**config.mk**
```make
export PLATFORM = sky130hd
export DESIGN_NAME = video_pattern_gen
export DESIGN_NICKNAME = d
export VERILOG_FILES = /design/src/rtl/video_pkg.sv /design/src/rtl/video_timing.sv /design/src/rtl/video_pattern_gen.sv
export SDC_FILE = /design/constraint.sdc
export NUM_CORES = 1
export LEC_CHECK = 0
export ABC_AREA = 1
export BUFFER_PORTS_ARGS = -buffer_cell sky130_fd_sc_hd__buf_2
export CAP_MARGIN = 20
export CORE_MARGIN = 2
export CORE_UTILIZATION = 55
export DETAILED_ROUTE_END_ITERATION = 8
export GPL_TIMING_DRIVEN = 0
export PLACE_DENSITY = 0.87
export SKIP_CTS_REPAIR_TIMING = 1
export SLEW_MARGIN = 25
export SYNTH_ARGS = -nofsm -noshare
export SYNTH_HDL_FRONTEND = slang
export SYNTH_SLANG_ARGS = --single-unit
```
**constraint.sdc**
```tcl
create_clock -name pixel_clk -period 2.45 [get_ports pixel_clk]
set_clock_uncertainty 0.05 [all_clocks]
set_input_delay 0.245 -clock pixel_clk [delete_from_list [all_inputs] [get_ports pixel_clk]]
set_output_delay 0.245 -clock pixel_clk [all_outputs]
set_load 0.02 [all_outputs]
```
**src/rtl/video_pkg.sv**
```systemverilog
// Shared types and constant helpers for the raster generator: pattern
// select, FSM state, timing bundle and the colour-bar table.
package video_pkg;

  typedef enum logic [1:0] {PAT_SOLID, PAT_BARS, PAT_CHECK, PAT_RAMP} pattern_e;

  typedef enum logic {ST_IDLE, ST_RUN} state_e;

  typedef struct packed {
    logic [31:0] hdisp;
    logic [31:0] hfp;
    logic [31:0] hpulse;
    logic [31:0] hbp;
    logic [31:0] vdisp;
    logic [31:0] vfp;
    logic [31:0] vpulse;
    logic [31:0] vbp;
  } timing_t;

  function automatic int unsigned h_total(timing_t t);
    return t.hdisp + t.hfp + t.hpulse + t.hbp;
  endfunction

  function automatic int unsigned v_total(timing_t t);
    return t.vdisp + t.vfp + t.vpulse + t.vbp;
  endfunction

  // {R,G,B} on/off bits for bars 0..7: white, yellow, cyan, green,
  // magenta, red, blue, black.
  function automatic logic [2:0] bar_rgb(logic [2:0] bar);
    logic [2:0] c;
    case (bar)
      3'd0:    c = 3'b111;
      3'd1:    c = 3'b110;
      3'd2:    c = 3'b011;
      3'd3:    c = 3'b010;
      3'd4:    c = 3'b101;
      3'd5:    c = 3'b100;
      3'd6:    c = 3'b001;
      default: c = 3'b000;
    endcase
    return c;
  endfunction

endpackage

```
**src/rtl/video_timing.sv**
```systemverilog
// Raster counters, run/idle FSM and registered sync/blank/sof outputs.
// Also exposes the raw counter state so the pattern stage can register in step.
module video_timing
  import video_pkg::*;
#(
  parameter timing_t TIM = '{32'd800, 32'd40, 32'd48, 32'd40, 32'd480, 32'd13, 32'd3, 32'd29},
  parameter bit HS_POL = 1'b0,
  parameter bit VS_POL = 1'b0,
  localparam int unsigned HTOTAL = h_total(TIM),
  localparam int unsigned VTOTAL = v_total(TIM),
  localparam int HW = $clog2(HTOTAL),
  localparam int VW = $clog2(VTOTAL),
  localparam int XW = $clog2(TIM.hdisp),
  localparam int YW = $clog2(TIM.vdisp)
) (
  input  logic          pixel_clk,
  input  logic          pixel_rst_n,
  input  logic          enable,
  output logic [HW-1:0] hcnt_o,
  output logic [VW-1:0] vcnt_o,
  output logic          active_o,
  output logic          frame_start_o,
  output logic [15:0]   frame_cnt_o,
  output state_e        state_o,
  output logic          hs_o,
  output logic          vs_o,
  output logic          blank_o,
  output logic [XW-1:0] pix_x_o,
  output logic [YW-1:0] pix_y_o,
  output logic          sof_o
);

  state_e        state_q, state_d;
  logic [HW-1:0] hcnt_q, hcnt_d;
  logic [VW-1:0] vcnt_q, vcnt_d;
  logic [15:0]   fcnt_q, fcnt_d;
  logic          hs_d, vs_d, blank_d, sof_d;
  logic [XW-1:0] pix_x_d;
  logic [YW-1:0] pix_y_d;
  logic [31:0]   hx, vy;
  logic          run, h_last, v_last;

  always_comb begin
    hx      = 32'(hcnt_q);
    vy      = 32'(vcnt_q);
    run     = (state_q == ST_RUN);
    h_last  = (hx == HTOTAL - 1);
    v_last  = (vy == VTOTAL - 1);
    state_d = state_q;
    hcnt_d  = hcnt_q;
    vcnt_d  = vcnt_q;
    fcnt_d  = fcnt_q;
    if (!run) begin
      hcnt_d = '0;
      vcnt_d = '0;
      if (enable) state_d = ST_RUN;
    end else if (h_last) begin
      hcnt_d = '0;
      if (v_last) begin
        // Frame boundary: the only place a stop request is honoured.
        vcnt_d = '0;
        fcnt_d = fcnt_q + 16'd1;
        if (!enable) state_d = ST_IDLE;
      end else begin
        vcnt_d = vcnt_q + 1'b1;
      end
    end else begin
      hcnt_d = hcnt_q + 1'b1;
    end
    active_o      = run && (hx < TIM.hdisp) && (vy < TIM.vdisp);
    frame_start_o = run && (hcnt_q == '0) && (vcnt_q == '0);
    blank_d       = active_o;
    sof_d         = frame_start_o;
    pix_x_d       = active_o ? XW'(hcnt_q) : '0;
    pix_y_d       = active_o ? YW'(vcnt_q) : '0;
    hs_d = (run && hx >= TIM.hdisp + TIM.hfp &&
            hx < TIM.hdisp + TIM.hfp + TIM.hpulse) ? HS_POL : !HS_POL;
    vs_d = (run && vy >= TIM.vdisp + TIM.vfp &&
            vy < TIM.vdisp + TIM.vfp + TIM.vpulse) ? VS_POL : !VS_POL;
  end

  always_ff @(posedge pixel_clk) begin
    if (!pixel_rst_n) begin
      state_q <= ST_IDLE;
      hcnt_q  <= '0;
      vcnt_q  <= '0;
      fcnt_q  <= '0;
      hs_o    <= !HS_POL;
      vs_o    <= !VS_POL;
      blank_o <= 1'b0;
      pix_x_o <= '0;
      pix_y_o <= '0;
      sof_o   <= 1'b0;
    end else begin
      state_q <= state_d;
      hcnt_q  <= hcnt_d;
      vcnt_q  <= vcnt_d;
      fcnt_q  <= fcnt_d;
      hs_o    <= hs_d;
      vs_o    <= vs_d;
      blank_o <= blank_d;
      pix_x_o <= pix_x_d;
      pix_y_o <= pix_y_d;
      sof_o   <= sof_d;
    end
  end

  assign hcnt_o      = hcnt_q;
  assign vcnt_o      = vcnt_q;
  assign frame_cnt_o = fcnt_q;
  assign state_o     = state_q;

endmodule

```
**src/rtl/video_pattern_gen.sv**
```systemverilog
// Raster source with a per-frame latched test-pattern engine.
// Pixel colour is registered alongside the timing outputs so all align.
module video_pattern_gen
  import video_pkg::*;
#(
  parameter int HDISP  = 800,
  parameter int VDISP  = 480,
  parameter int HFP    = 40,
  parameter int HPULSE = 48,
  parameter int HBP    = 40,
  parameter int VFP    = 13,
  parameter int VPULSE = 3,
  parameter int VBP    = 29,
  parameter bit HS_POL = 1'b0,
  parameter bit VS_POL = 1'b0,
  parameter int PIX_W  = 8
) (
  input  logic                       pixel_clk,
  input  logic                       pixel_rst_n,
  input  logic                       enable,
  input  logic [1:0]                 mode,
  input  logic [3*PIX_W-1:0]         solid_rgb,
  output logic                       video_hs,
  output logic                       video_vs,
  output logic                       video_blank,
  output logic [3*PIX_W-1:0]         video_rgb,
  output logic [$clog2(HDISP)-1:0]   pix_x,
  output logic [$clog2(VDISP)-1:0]   pix_y,
  output logic                       sof,
  output logic [15:0]                frame_cnt,
  output logic                       running
);

  localparam timing_t TIM = '{hdisp: 32'(HDISP), hfp: 32'(HFP), hpulse: 32'(HPULSE),
                              hbp: 32'(HBP), vdisp: 32'(VDISP), vfp: 32'(VFP),
                              vpulse: 32'(VPULSE), vbp: 32'(VBP)};
  localparam int HW = $clog2(h_total(TIM));
  localparam int VW = $clog2(v_total(TIM));
  localparam int unsigned BW = HDISP / 8;

  logic [HW-1:0]      hcnt;
  logic [VW-1:0]      vcnt;
  logic               active, frame_start;
  state_e             state;
  pattern_e           mode_q, pat;
  logic [3*PIX_W-1:0] solid_q, solid_cur, pix, rgb_q, rgb_d;
  logic [2:0]         bar, bar_c;
  logic               chk;

  video_timing #(.TIM(TIM), .HS_POL(HS_POL), .VS_POL(VS_POL)) u_timing (
    .pixel_clk     (pixel_clk),
    .pixel_rst_n   (pixel_rst_n),
    .enable        (enable),
    .hcnt_o        (hcnt),
    .vcnt_o        (vcnt),
    .active_o      (active),
    .frame_start_o (frame_start),
    .frame_cnt_o   (frame_cnt),
    .state_o       (state),
    .hs_o          (video_hs),
    .vs_o          (video_vs),
    .blank_o       (video_blank),
    .pix_x_o       (pix_x),
    .pix_y_o       (pix_y),
    .sof_o         (sof)
  );

  always_comb begin
    // Pixel (0,0) already uses the newly sampled inputs.
    pat       = frame_start ? pattern_e'(mode) : mode_q;
    solid_cur = frame_start ? solid_rgb : solid_q;
    bar = 3'd0;
    for (int unsigned k = 1; k < 8; k++) begin
      if (32'(hcnt) >= k * BW) bar = 3'(k);
    end
    bar_c = bar_rgb(bar);
    chk   = (((32'(hcnt) ^ 32'(vcnt) ^ (32'(frame_cnt) << 4)) & 32'h10) != 32'h0);
    case (pat)
      PAT_SOLID: pix = solid_cur;
      PAT_BARS:  pix = {{PIX_W{bar_c[2]}}, {PIX_W{bar_c[1]}}, {PIX_W{bar_c[0]}}};
      PAT_CHECK: pix = {3*PIX_W{chk}};
      default:   pix = {PIX_W'(hcnt), PIX_W'(vcnt), PIX_W'(frame_cnt)};
    endcase
    rgb_d = active ? pix : '0;
  end

  always_ff @(posedge pixel_clk) begin
    if (!pixel_rst_n) begin
      rgb_q   <= '0;
      mode_q  <= PAT_SOLID;
      solid_q <= '0;
    end else begin
      rgb_q <= rgb_d;
      if (frame_start) begin
        mode_q  <= pattern_e'(mode);
        solid_q <= solid_rgb;
      end
    end
  end

  assign video_rgb = rgb_q;
  assign running   = (state == ST_RUN);

endmodule

```
==> impl_metrics.toml <==
[logic_synthesis]
avgSynthCellArea_sq_um = 7.22
yosys_warnings = 0
ys_ff_latch = 110
ys_top_cells_by_area = "dfxtp_1 (45%), nand2_1 (13%), nor2_1 (8.7%)"
yosysTopAreaCell = "dfxtp_1"
syn_inst = 676
synthFlopType = "dfxtp_1"
yosysSeqAreaShare_pct = 45.1
yosysUniqueCellTypes = 35
synthArstFlopShare_pct = 0
syn_nets = 712
synth_top_area_share_pct = 45.1
netlist_top_cells_count = "nand2_1 (175), nor2_1 (113), dfxtp_1 (110), a21oi_1 (48), inv_1 (46)"
synth.most_common_cell = "nand2_1"
netlist_area_sq_um = 4880
synth-edff-count = 0

[placed_design]
hpwlAfterDp_microns = 9320
preCtsSetupSlack_ns = 0.0891
gp_congestion = 0.920
port_buffers = 92
placed_area_sq_um = 5470

[setup_path]
cp_slowest_cell = "dfxtp_1"
r2r_setup_slack_ns = 0.17
reg2reg_depth = 13
crit_family = "simple AND/OR/NAND/NOR gates"
crit_path_end = "video_rgb[23]$_SDFF_PN0_"
cp.buffers_inverters = 4
critical_path.cell_chain = "inv_2 > ha_1 > nand3_1 > nor2_2 > nand3_4 > inv_2 > nand2_1 > nand2_1 > nand2_1 > buf_4 > buf_4 > o21ai_0 > nor2_1"
crit_fanout = 10
r2r_end = "video_rgb[23]$_SDFF_PN0_"
cp_num_cells = 13
startpoint = "u_timing.vcnt_o[0]$_SDFFE_PN0N_"
cp.required_ns = 2.67
critPathMostFrequentCell = "nand2_1"
start_kind = "register"
end_kind = "register"
crit_type = "register to register"
r2r-start = "u_timing.vcnt_o[0]$_SDFFE_PN0N_"
critPathArrivalTime_ns = 2.50
crit_path_max_incr_delay_ns = 0.38

[timing]
fin_crit_ns = 2.28
timing.hold.ws_ns = 0.0155
max-slew-margin-rel_pct = 62.4
setup_ws_ns = 0.166
setup_viol = 0
final-hold-violation-count = 0
max_slew.worst_pin.slew_ns = 0.560
finalCritPeriodShare_pct = 93.2
fmax_mhz = 438
drv_slew = 0

[layout]
antennaDiodeCount = 0
final_area_sq_um = 5740
nets = 817
utilization_pct = 66.1
drive_above_1_share_pct = 19.0
multi_input_area_sq_um = 2370
register_area_sq_um = 2200
fillers = 785
areaGrowthSynthToFinish_pct = 17.6

[routing]
drc = 0
num_vias = 4718
drtAntennaViolNets = 0
wl_per_cell_microns = 14.0
totalWireLength_microns = 12500
drt_iter0_drc = 275
firstDrtPassIters = 5
routed_via_density = 5.28

[grt]
met1_usage_pct = 34.5
grt_pass1_wl_microns = 20200
first_global_vias = 4466
grt_max_degree = 19
grt_busiest_layer = "met2"
grt_overflow_total = 0
grtUsageTotal_pct = 25.6
antenna_found_initial = 0
met3_usage_pct = 4.58
grtUsageMet2_pct = 42.0

[power_and_ir_drop]
total_power_w = 0.00365
p_leak_nw = 2.71
ir_worst_vdd_uv = 308
p_per_area_nw_per_um2 = 637

[cts]
cts_root_buf = "clkbuf_8"
clk_latency_ns = 0.38
cts_tree = "built"
cts_inserted_buffers = 9
cts.sinks = 110
htreeDepth = 3
clk_pin_slew_ns = 0.10
ctsLongestPathBuffers = 2

[floorplanning]
initial_utilization_pct = 56.2
io_pins = 93
die-area_sq_um = 9640
die_h_microns = 98.2
coreArea_sq_um = 8680
dieWidth_microns = 98.2
num_rows = 34

[outcome]
status = "finished, final reports clean"

[run]
drv_cap = 0

[hold_path]
hp-class = "primary input to register"
-- logic make-up after synthesis --
family          after synthesis  share of synthesized area [%]
xor+xnor                     13                           2.33
compound gates              102                           11.7
buf+inv                      76                           6.67
simple gates                368                           32.4
fa+ha+maj                     7                           1.80
flops                       110                           45.1
-- routing by layer --
| metal | vias to the layer above | routed length (microns) | part of all wire (%) |
|---|---|---|---|
| met5 | - | 0 | 0 |
| met4 | 0 | 176 | 1.4 |
| met3 | 18 | 777 | 6.2 |
| met2 | 161 | 5910 | 47 |
| met1 | 2159 | 5610 | 45 |
| li1 | 2380 | - | - |
-- worst reg2reg max path: cells and delay by family (launching register included) --
kind            cells  cell delay (ns)
compound gates      1             0.16
fa+ha+maj           1             0.23
buf+inv             4             0.64
flops               1             0.38
simple gates        7             0.73
-- state kept, by name (all words and copies together) (netlist names) --
| signal | count |
|---|---|
| solid_q | 24 |
| video_rgb | 24 |
| u_timing.frame_cnt_o | 16 |
| u_timing.hcnt_o | 10 |
| u_timing.pix_x_o | 10 |
| u_timing.vcnt_o | 10 |
| u_timing.pix_y_o | 9 |
| mode_q | 2 |
| u_timing.blank_o | 1 |
| u_timing.hs_o | 1 |
| u_timing.sof_o | 1 |
| u_timing.state_o | 1 |
| u_timing.vs_o | 1 |
-- how the worst min path moves through the flow --
| stage | from | endpoint | slack [ns] | depth (start not counted) |
|---|---|---|---|---|
| 3_5_place_dp | enable | u_timing.state_o$_SDFF_PN0_ | 0.40 | 3 |
| 4_1_cts | enable | u_timing.state_o$_SDFF_PN0_ | 0.007 | 3 |
| 2_1_floorplan | enable | u_timing.state_o$_SDFF_PN0_ | 0.31 | 2 |
| 5_1_grt | enable | u_timing.state_o$_SDFF_PN0_ | 0.02 | 3 |
| 6_report | enable | u_timing.state_o$_SDFF_PN0_ | 0.02 | 3 |
| 3_3_place_gp | enable | u_timing.state_o$_SDFF_PN0_ | 0.39 | 3 |
-- layout make-up --
type / instances / area share [%]
multi-input cells: 490 / 41.3
well taps: 108 / 2.36
plain buffers: 23 / 2.27
clock inverters: 6 / 1.59
clock buffers: 10 / 2.40
flip-flops and latches: 110 / 38.4
repair buffers: 94 / 8.29
inverters: 53 / 3.47
-- power by group --
group | leakage [nW] | total (W) | internal [W] | switching, W
Sequential | 0.893 | 0.00188 | 0.00185 | 0.0000234
Combinational | 1.70 | 0.000534 | 0.000182 | 0.000352
Clock | 0.118 | 0.00124 | 0.000614 | 0.000629
Total | 2.71 | 0.00365 | 0.00265 | 0.00100
-- per-stage QoR --
step           setup TNS (ns)  cells
5_1_grt              -0.00598    894
6_report                    0    894
3_3_place_gp                0    876
4_1_cts                     0    892
2_1_floorplan               0    676
3_5_place_dp                0    876
-- layout by cell type, fill, tap and decap left out, types with 4 or more instances in the layout --
master and instances:
nand2_1 175, nor2_1 112, dfxtp_1 110, buf_2 97
a21oi_1 48, inv_1 44, nand3_1 42, o21ai_0 39
nand4_1 12, nor3_1 12, clkbuf_8 10, clkbuf_1 9
inv_2 8, xor2_1 8, ha_1 7, buf_4 5
xnor2_1 5, o21ai_4 4, o21ai_1 4
(Power assumes the default switching activity.)
